`src/rtl/periph_input_ctrl.sv`:
```
`default_nettype none
// ============================================================================
// Module      : periph_input_ctrl
// Description : Debounced capture of a peripheral value on a switch press.
//               A request switch and value switches are synchronized, the
//               request is debounced by a four-state FSM, and the value is
//               captured once per accepted press into a read-acknowledged
//               holding register.
//               Optional feature macro: PERIPH_OVERRUN_EN enables the sticky
//               overrun flag; when undefined, overrun is tied to 0.
// Revision    : 1.0 - initial release
// ============================================================================
module periph_input_ctrl #(
    parameter int DATA_W          = 5,
    parameter int DEBOUNCE_CYCLES = 4
) (
    input  logic              clock,
    input  logic              reset,
    input  logic              sw_request,
    input  logic [DATA_W-1:0] sw_value,
    input  logic              read_ack,
    output logic              data_valid,
    output logic [DATA_W-1:0] data_out,
    output logic              overrun
);

    // Counter wide enough to hold DEBOUNCE_CYCLES itself, so it never wraps.
    localparam int                 c_CNT_W   = $clog2(DEBOUNCE_CYCLES + 1);
    localparam logic [c_CNT_W-1:0] c_CNT_MAX = c_CNT_W'(DEBOUNCE_CYCLES);
    localparam logic [c_CNT_W-1:0] c_CNT_ONE = c_CNT_W'(1);

    localparam logic [1:0] c_IDLE     = 2'd0;
    localparam logic [1:0] c_DEB_RISE = 2'd1;
    localparam logic [1:0] c_HELD     = 2'd2;
    localparam logic [1:0] c_DEB_FALL = 2'd3;

    logic              r_req_meta;
    logic              r_req_s;
    logic [DATA_W-1:0] r_val_meta;
    logic [DATA_W-1:0] r_val_s;
    logic [1:0]        r_state;
    logic [c_CNT_W-1:0] r_cnt;
    logic              r_data_valid;
    logic [DATA_W-1:0] r_data_out;
    logic              w_capture;

    // Two-flop synchronizers for the raw asynchronous switch inputs.
    always_ff @(posedge clock) begin
        if (reset) begin
            r_req_meta <= 1'b0;
            r_req_s    <= 1'b0;
            r_val_meta <= '0;
            r_val_s    <= '0;
        end else begin
            r_req_meta <= sw_request;
            r_req_s    <= r_req_meta;
            r_val_meta <= sw_value;
            r_val_s    <= r_val_meta;
        end
    end

    // The press is accepted on the edge that ends a full rising debounce run.
    assign w_capture = (r_state == c_DEB_RISE) && r_req_s && (r_cnt == c_CNT_MAX);

    // Debounce FSM: a level change needs DEBOUNCE_CYCLES more stable cycles.
    always_ff @(posedge clock) begin
        if (reset) begin
            r_state <= c_IDLE;
            r_cnt   <= '0;
        end else begin
            case (r_state)
                c_IDLE: begin
                    if (r_req_s) begin
                        r_state <= c_DEB_RISE;
                        r_cnt   <= c_CNT_ONE;
                    end
                end
                c_DEB_RISE: begin
                    if (!r_req_s) begin
                        r_state <= c_IDLE;
                        r_cnt   <= '0;
                    end else if (r_cnt < c_CNT_MAX) begin
                        r_cnt <= r_cnt + c_CNT_ONE;
                    end else begin
                        r_state <= c_HELD;
                        r_cnt   <= '0;
                    end
                end
                c_HELD: begin
                    if (!r_req_s) begin
                        r_state <= c_DEB_FALL;
                        r_cnt   <= c_CNT_ONE;
                    end
                end
                c_DEB_FALL: begin
                    if (r_req_s) begin
                        r_state <= c_HELD;
                        r_cnt   <= '0;
                    end else if (r_cnt < c_CNT_MAX) begin
                        r_cnt <= r_cnt + c_CNT_ONE;
                    end else begin
                        r_state <= c_IDLE;
                        r_cnt   <= '0;
                    end
                end
                default: begin
                    r_state <= c_IDLE;
                    r_cnt   <= '0;
                end
            endcase
        end
    end

    // Holding register: a capture beats a simultaneous acknowledge.
    always_ff @(posedge clock) begin
        if (reset) begin
            r_data_valid <= 1'b0;
            r_data_out   <= '0;
        end else if (w_capture) begin
            r_data_valid <= 1'b1;
            r_data_out   <= r_val_s;
        end else if (read_ack && r_data_valid) begin
            r_data_valid <= 1'b0;
        end
    end

    assign data_valid = r_data_valid;
    assign data_out   = r_data_out;

`ifdef PERIPH_OVERRUN_EN
    logic r_overrun;

    // Sticky overrun: set when a capture lands on an unconsumed value.
    always_ff @(posedge clock) begin
        if (reset) begin
            r_overrun <= 1'b0;
        end else if (w_capture) begin
            if (r_data_valid && !read_ack) begin
                r_overrun <= 1'b1;
            end
        end else if (read_ack && r_data_valid) begin
            r_overrun <= 1'b0;
        end
    end

    assign overrun = r_overrun;
`else
    assign overrun = 1'b0;
`endif

endmodule
`default_nettype wire

```
`config.mk`:
```
export PLATFORM = sky130hd
export DESIGN_NAME = periph_input_ctrl
export DESIGN_NICKNAME = d
export VERILOG_FILES = /design/src/rtl/periph_input_ctrl.sv
export SDC_FILE = /design/constraint.sdc
export NUM_CORES = 1
export LEC_CHECK = 0
export ABC_AREA = 1
export ABC_CLOCK_PERIOD_IN_PS = 1370
export BUFFER_PORTS_ARGS = -buffer_cell sky130_fd_sc_hd__buf_2
export CAP_MARGIN = 10
export CORE_ASPECT_RATIO = 1.25
export CORE_MARGIN = 2
export CORE_UTILIZATION = 30
export DETAILED_ROUTE_END_ITERATION = 12
export GPL_TIMING_DRIVEN = 0
export RECOVER_POWER = 50
export SLEW_MARGIN = 0
export SYNTH_ARGS = -nofsm -noshare
export SYNTH_HDL_FRONTEND = slang
export SYNTH_SLANG_ARGS = --single-unit
```
`constraint.sdc`:
```
create_clock -name clock -period 1.37 [get_ports clock]
set_input_delay 0.137 -clock clock [delete_from_list [all_inputs] [get_ports clock]]
set_output_delay 0.137 -clock clock [all_outputs]
set_load 0.01 [all_outputs]
```
==> impl_metrics.ini, run 1 <==
[sta]
layout_min_cycle_time_ps = 1180
setup_viol = 0
fin_crit_sh = 0.859
finalHoldViolCount = 0
skew_ps = 5.67
max_freq_ghz = 0.849
rsz0062_at_grt = false
tns_ps = 0
drv_slew = 0

[cells_and_area]
layout.cells.non_filler = 152
n_antenna_cell = 0
nets = 130
area_delta_synth_final_pct = 15.9
drive_above_1_share = 0.178
final_core_util = 0.364

[grt]
grt_max_degree = 14
grt_pass1_wl_um = 2310
grt_pass1_vias = 550
grt_usage = 0.0931
antenna_found_initial = 0
overflow = 0

[setup_path]
endpoint_kind = flop
path_max_fanout = 6
critPathMaxStageDelay_ps = 390
crit_type = flop to flop
crit_chain = inv_1 > ha_1 > nand3_4 > nor2_4 > o21ai_0 > nor2_1
cp.required_ps = 1580
arrival_ps = 1390
path_buf_inv = 1
start_kind = flop
cp_slowest_cell = dfxtp_1
critPathTopFamily = flip-flops

[floorplanning]
die-area_mm2 = 0.00322
start_util = 0.314
die_y_um = 63.0
rows = 21
num_io_pins = 16
core-area_mm2 = 0.00265
dieWidth_um = 51.2

[power]
p_per_area_mw_per_mm2 = 1120
ir_drop_uv = 583
power_w = 0.00108
leakagePower_nw = 0.452

[detailed_routing]
avgViaCountPerCell = 4.13
num_vias = 627
wire_per_inst_um = 8.35
drc = 0
drt_iter0_drc = 4
dr.pass1.iters = 4
antenna_left = 0
routed_wl_um = 1270

[clock_network]
cts_tree = built
ctsResizeCount = 0
clk_pin_slew_ps = 130
post_cts_buffers = 0
htreeDepth = 1
cts.sinks = 23
cts-buffers-inserted = 3
cts_hold_buffers = 0
cts_buffer_depth = 2
clk_latency_ps = 310
cts_root_buffer = clkbuf_4

[synth]
synth_cells = 101
synth_cell_type_count = 19
synth-edff-count = 0
ys_seq_area_frac = 0.552
ys_seq_elements = 23
synth_nets = 112
synth_ff_type = dfxtp_1
synthTopCellsByArea = dfxtp_1 55%, nor2_1 9.4%, inv_1 9.0%
synth.top_cell.area_share = 0.552
avgSynthCellArea_um2 = 8.26
ys_async_sr_fraction = 0
synthesis.area_um2 = 835
synth_most_common_cell = dfxtp_1
synthTopCellsByCount = 23 x dfxtp_1, 21 x nor2_1, 20 x inv_1, 7 x nand2_1, 6 x a21oi_1
yosys.area.top_type = dfxtp_1
yosysWarnings = 0

[place]
numPortBuffers = 13
dp_cells = 148
place_congestion = 0.677

[min_path]
min-delay-path-class = primary input to flop

[status]
outcome = complete, no violations

[job]
drv_cap = 0
==> metal layers <==
metal  vias up  track usage  routed length, um
li1        338            -                  -
met1       274        0.115                589
met2        13        0.146                603
met3         2       0.0144                 64
met4         0       0.0608                 11
met5         -            0                  0
==> stage by stage <==
step                      hold slack (ps)  instance area, um^2  setup WS, ps
after floorplan                       244                  835           315
after global placement                336                  942           240
after global routing                 11.5                  967           100
after detailed placement              344                  942           210
after CTS                            2.23                  970           188
final                                12.3                  967           193
==> flip-flops by register name, summed over array words and instances, names as in the netlist, named ones only <==
register	cells
data_out	5
data_valid	1
r_cnt	3
r_req_meta	1
r_req_s	1
r_state	1
r_val_meta	5
r_val_s	5
==> report_power, final <==
group | leakage, nW | switching [W] | total [W] | internal [W]
Sequential | 0.188 | 0.0000120 | 0.000703 | 0.000691
Combinational | 0.246 | 0.0000422 | 0.0000702 | 0.0000280
Clock | 0.0177 | 0.000200 | 0.000309 | 0.000109
Total | 0.452 | 0.000254 | 0.00108 | 0.000828
==> cell families (layout without fill, tap and decap cells) <==
kind of cell               count (synthesis)  after routing  share of synthesized area
DFF                                       23             23                      0.552
and+or+nand+nor                           39             39                      0.223
buffers and inverters                     23             40                      0.109
AOI/OAI and AO/OA                         13             13                     0.0810
other                                      1              1                    0.00449
adders and majority gates                  2              2                     0.0300
==> layout make-up <==
cell class | instances | area, um^2
Buffer | 3 | 15.0
Clock buffer | 3 | 22.5
Clock inverter | 1 | 5.00
Fill cell | 284 | 1690
Inverter | 20 | 75.1
Multi-Input combinational cell | 55 | 283
Sequential cell | 23 | 460
Tap cell | 34 | 42.5
Timing Repair Buffer | 13 | 63.8
==> worst reg2reg max path, stage by stage, from the launching register on <==
cell and delay (ps):
dfxtp_1 390, inv_1 60, ha_1 230, nand3_4 130
nor2_4 60, o21ai_0 150, nor2_1 50
==> path summary, 6_finish.rpt <==
check	startpoint	end	slack [ps]	cells after the start
setup / recovery	r_cnt[0]$_SDFFE_PP0P_	data_out[4]$_SDFFE_PP0P_	190	6
hold / removal	sw_request	r_req_meta$_SDFF_PP0_	10	3
setup reg to reg	r_cnt[0]$_SDFFE_PP0P_	data_out[4]$_SDFFE_PP0P_	190	6
hold reg to reg	r_val_meta[4]$_SDFF_PP0_	r_val_s[4]$_SDFF_PP0_	410	2
==> layout by cell type, fill, tap and decap left out, drive strengths merged <==
| cell type | count |
|---|---|
| inv | 20 |
| o21ai | 6 |
| nand2 | 9 |
| clkbuf | 6 |
| nor2 | 22 |
| nor3 | 5 |
| buf | 13 |
| ha | 2 |
| o211ai | 1 |
| conb | 1 |
| nand3 | 3 |
| a21oi | 6 |
| dfxtp | 23 |
| clkinv | 1 |
Power figures use the tool's default switching activity.
==> run 2: changes to the inputs <==
ABC_AREA = not set   (was 1)
CTS_CLUSTER_SIZE = 28   (was not set)
==> impl_metrics.ini, run 2 <==
[detailed_routing]
wire_per_inst_um = 9.30
dr.pass1.iters = 2
avgViaCountPerCell = 4.11
routed_wl_um = 1230
antenna_left = 0
num_vias = 543
drt_iter0_drc = 9
drc = 0

[cells_and_area]
drive_above_1_share = 0.204
area_delta_synth_final_pct = 17.3
n_antenna_cell = 0
nets = 110
mostFrequentLayoutCells = 23 x dfxtp_1, 14 x nor2b_1, 12 x buf_2
final_common_cell = dfxtp_1

[setup_path]
cp_slowest_cell = dfxtp_1
cp.required_ps = 1610
arrival_ps = 1510
start_kind = flop
crit_type = flop to flop
endpoint_kind = flop
critPathTopFamily = flip-flops
path_buf_inv = 2
critPathMaxStageDelay_ps = 350
crit_chain = inv_1 > ha_1 > nand2_1 > nor3_4 > buf_12 > mux2i_1
path_max_fanout = 6

[grt]
grt_pass1_vias = 542
grt_usage = 0.0917
antenna_found_initial = 0
overflow = 0
grt_max_degree = 14
grt_pass1_wl_um = 2260

[power]
p_int_w = 0.000824
p_per_area_mw_per_mm2 = 1050
seqPwrFrac = 0.665
ir_drop_uv = 632
switchingPower_w = 0.000219
swShare = 0.210
power_w = 0.00104
leakagePower_nw = 0.384
pwr-share-comb = 0.050
pwr-share-clk = 0.284

[min_path]
min-delay-path-class = primary input to flop

[sta]
max_freq_ghz = 0.789
tns_ps = 0
worst_hold_slack_ps = 37.7
rsz0062_at_grt = false
layout_min_cycle_time_ps = 1270
fin_crit_sh = 0.925
finalHoldViolCount = 0
setup_viol = 0
skew_ps = 6.12
setup_ws_ps = 103
drv_slew = 0

[place]
place_congestion = 0.699
numPortBuffers = 13
dpl_worst_slack_ps = 64.7

[synth]
synth-edff-count = 0
ys_seq_area_frac = 0.545
ys_seq_elements = 23
synthTopCellsByCount = 23 x dfxtp_1, 14 x nor2b_1, 10 x nand2b_1, 5 x mux2i_1
synth_ff_type = dfxtp_1
synth_most_common_cell = dfxtp_1
yosysWarnings = 0
synth_nets = 91
yosys.area.top_type = dfxtp_1
ys_async_sr_fraction = 0
avgSynthCellArea_um2 = 10.6
synth.top_cell.area_share = 0.545
synthesis.area_um2 = 845
synthTopCellsByArea = dfxtp_1 55%, nor2b_1 10%, nand2b_1 7.4%
synth_cells = 80
synth_cell_type_count = 23

[clock_network]
cts.sinks = 23
clk_latency_ps = 300
clk_pin_slew_ps = 120
htreeDepth = 1
cts_root_buffer = clkbuf_4
cts_tree = built
ctsResizeCount = 0
cts-buffers-inserted = 3
cts_buffer_depth = 2

[floorplanning]
rows = 21
die_y_um = 63.3
num_io_pins = 16
start_util = 0.315
core-area_mm2 = 0.00268
dieWidth_um = 51.5
die-area_mm2 = 0.00326

[status]
outcome = complete, no violations

[job]
drv_cap = 0
-- run 2: final timing paths --
path | startpoint | to | slack [ps] | cells after the start
worst max register to register | r_cnt[0]$_SDFFE_PP0P_ | data_out[2]$_SDFFE_PP0P_ | 100 | 6
worst min-delay path | sw_value[0] | r_val_meta[0]$_SDFF_PP0_ | 40 | 2
worst min register to register | r_val_meta[3]$_SDFF_PP0_ | r_val_s[3]$_SDFF_PP0_ | 450 | 1
worst max-delay path | r_cnt[0]$_SDFFE_PP0P_ | data_out[2]$_SDFFE_PP0P_ | 100 | 6
-- run 2: cell type report --
type,instances,area [um^2]
fill,290,1690
tap,34,42.5
clock inverter,1,5.00
timing repair buffer,14,83.8
clock buffer,3,22.5
inverter,2,7.51
buffer,4,18.8
multi-input combinational,51,350
sequential,23,460
-- run 2: logic make-up (layout without fill, tap and decap cells) --
| kind of cell | count (synthesis) | in the layout | share of synthesized area |
|---|---|---|---|
| flops | 23 | 23 | 0.545 |
| fa+ha+maj | 2 | 2 | 0.0296 |
| buf+inv | 6 | 24 | 0.0370 |
| xor+xnor | 2 | 2 | 0.0207 |
| mux | 5 | 5 | 0.0593 |
| other cells | 1 | 1 | 0.00444 |
| simple gates | 35 | 35 | 0.256 |
| compound gates | 6 | 6 | 0.0474 |
-- run 2: power by group through the flow --
stage,clock network (W),logic [W],registers (W)
final,0.000297,0.0000523,0.000694
after global routing,0.000342,0.0000602,0.000697
after CTS,0.000317,0.0000552,0.000695
after detailed placement,0,0.0000551,0.000710
after global placement,0,0.0000532,0.000709
after floorplan,0,0.0000390,0.000708
-- run 2: timing repair --
item	4_1_cts	5_1_grt
hold buffers	0	0
setup endpoints to repair	0	5
buffers inserted	0	1
-- run 2: per-stage QoR --
stage	util	instance area (um^2)	instances
floorplan	-	845	80
global placement	0.355	952	127
detailed placement	0.355	952	127
CTS	0.366	980	131
global route	0.370	991	132
finish	0.370	991	132
-- run 2: worst register-to-register path: stages, from the launching register on --
cell	delay, ps
dfxtp_1	350
inv_1	90
ha_1	150
nand2_1	90
nor3_4	220
buf_12	150
mux2i_1	170
-- run 2: routing by layer --
metal	vias to the layer above	share of wire	track usage
met2	11	0.45	0.139
met5	-	0	0
met4	0	0.015	0.0493
met1	240	0.48	0.118
met3	2	0.053	0.0213
li1	290	-	-
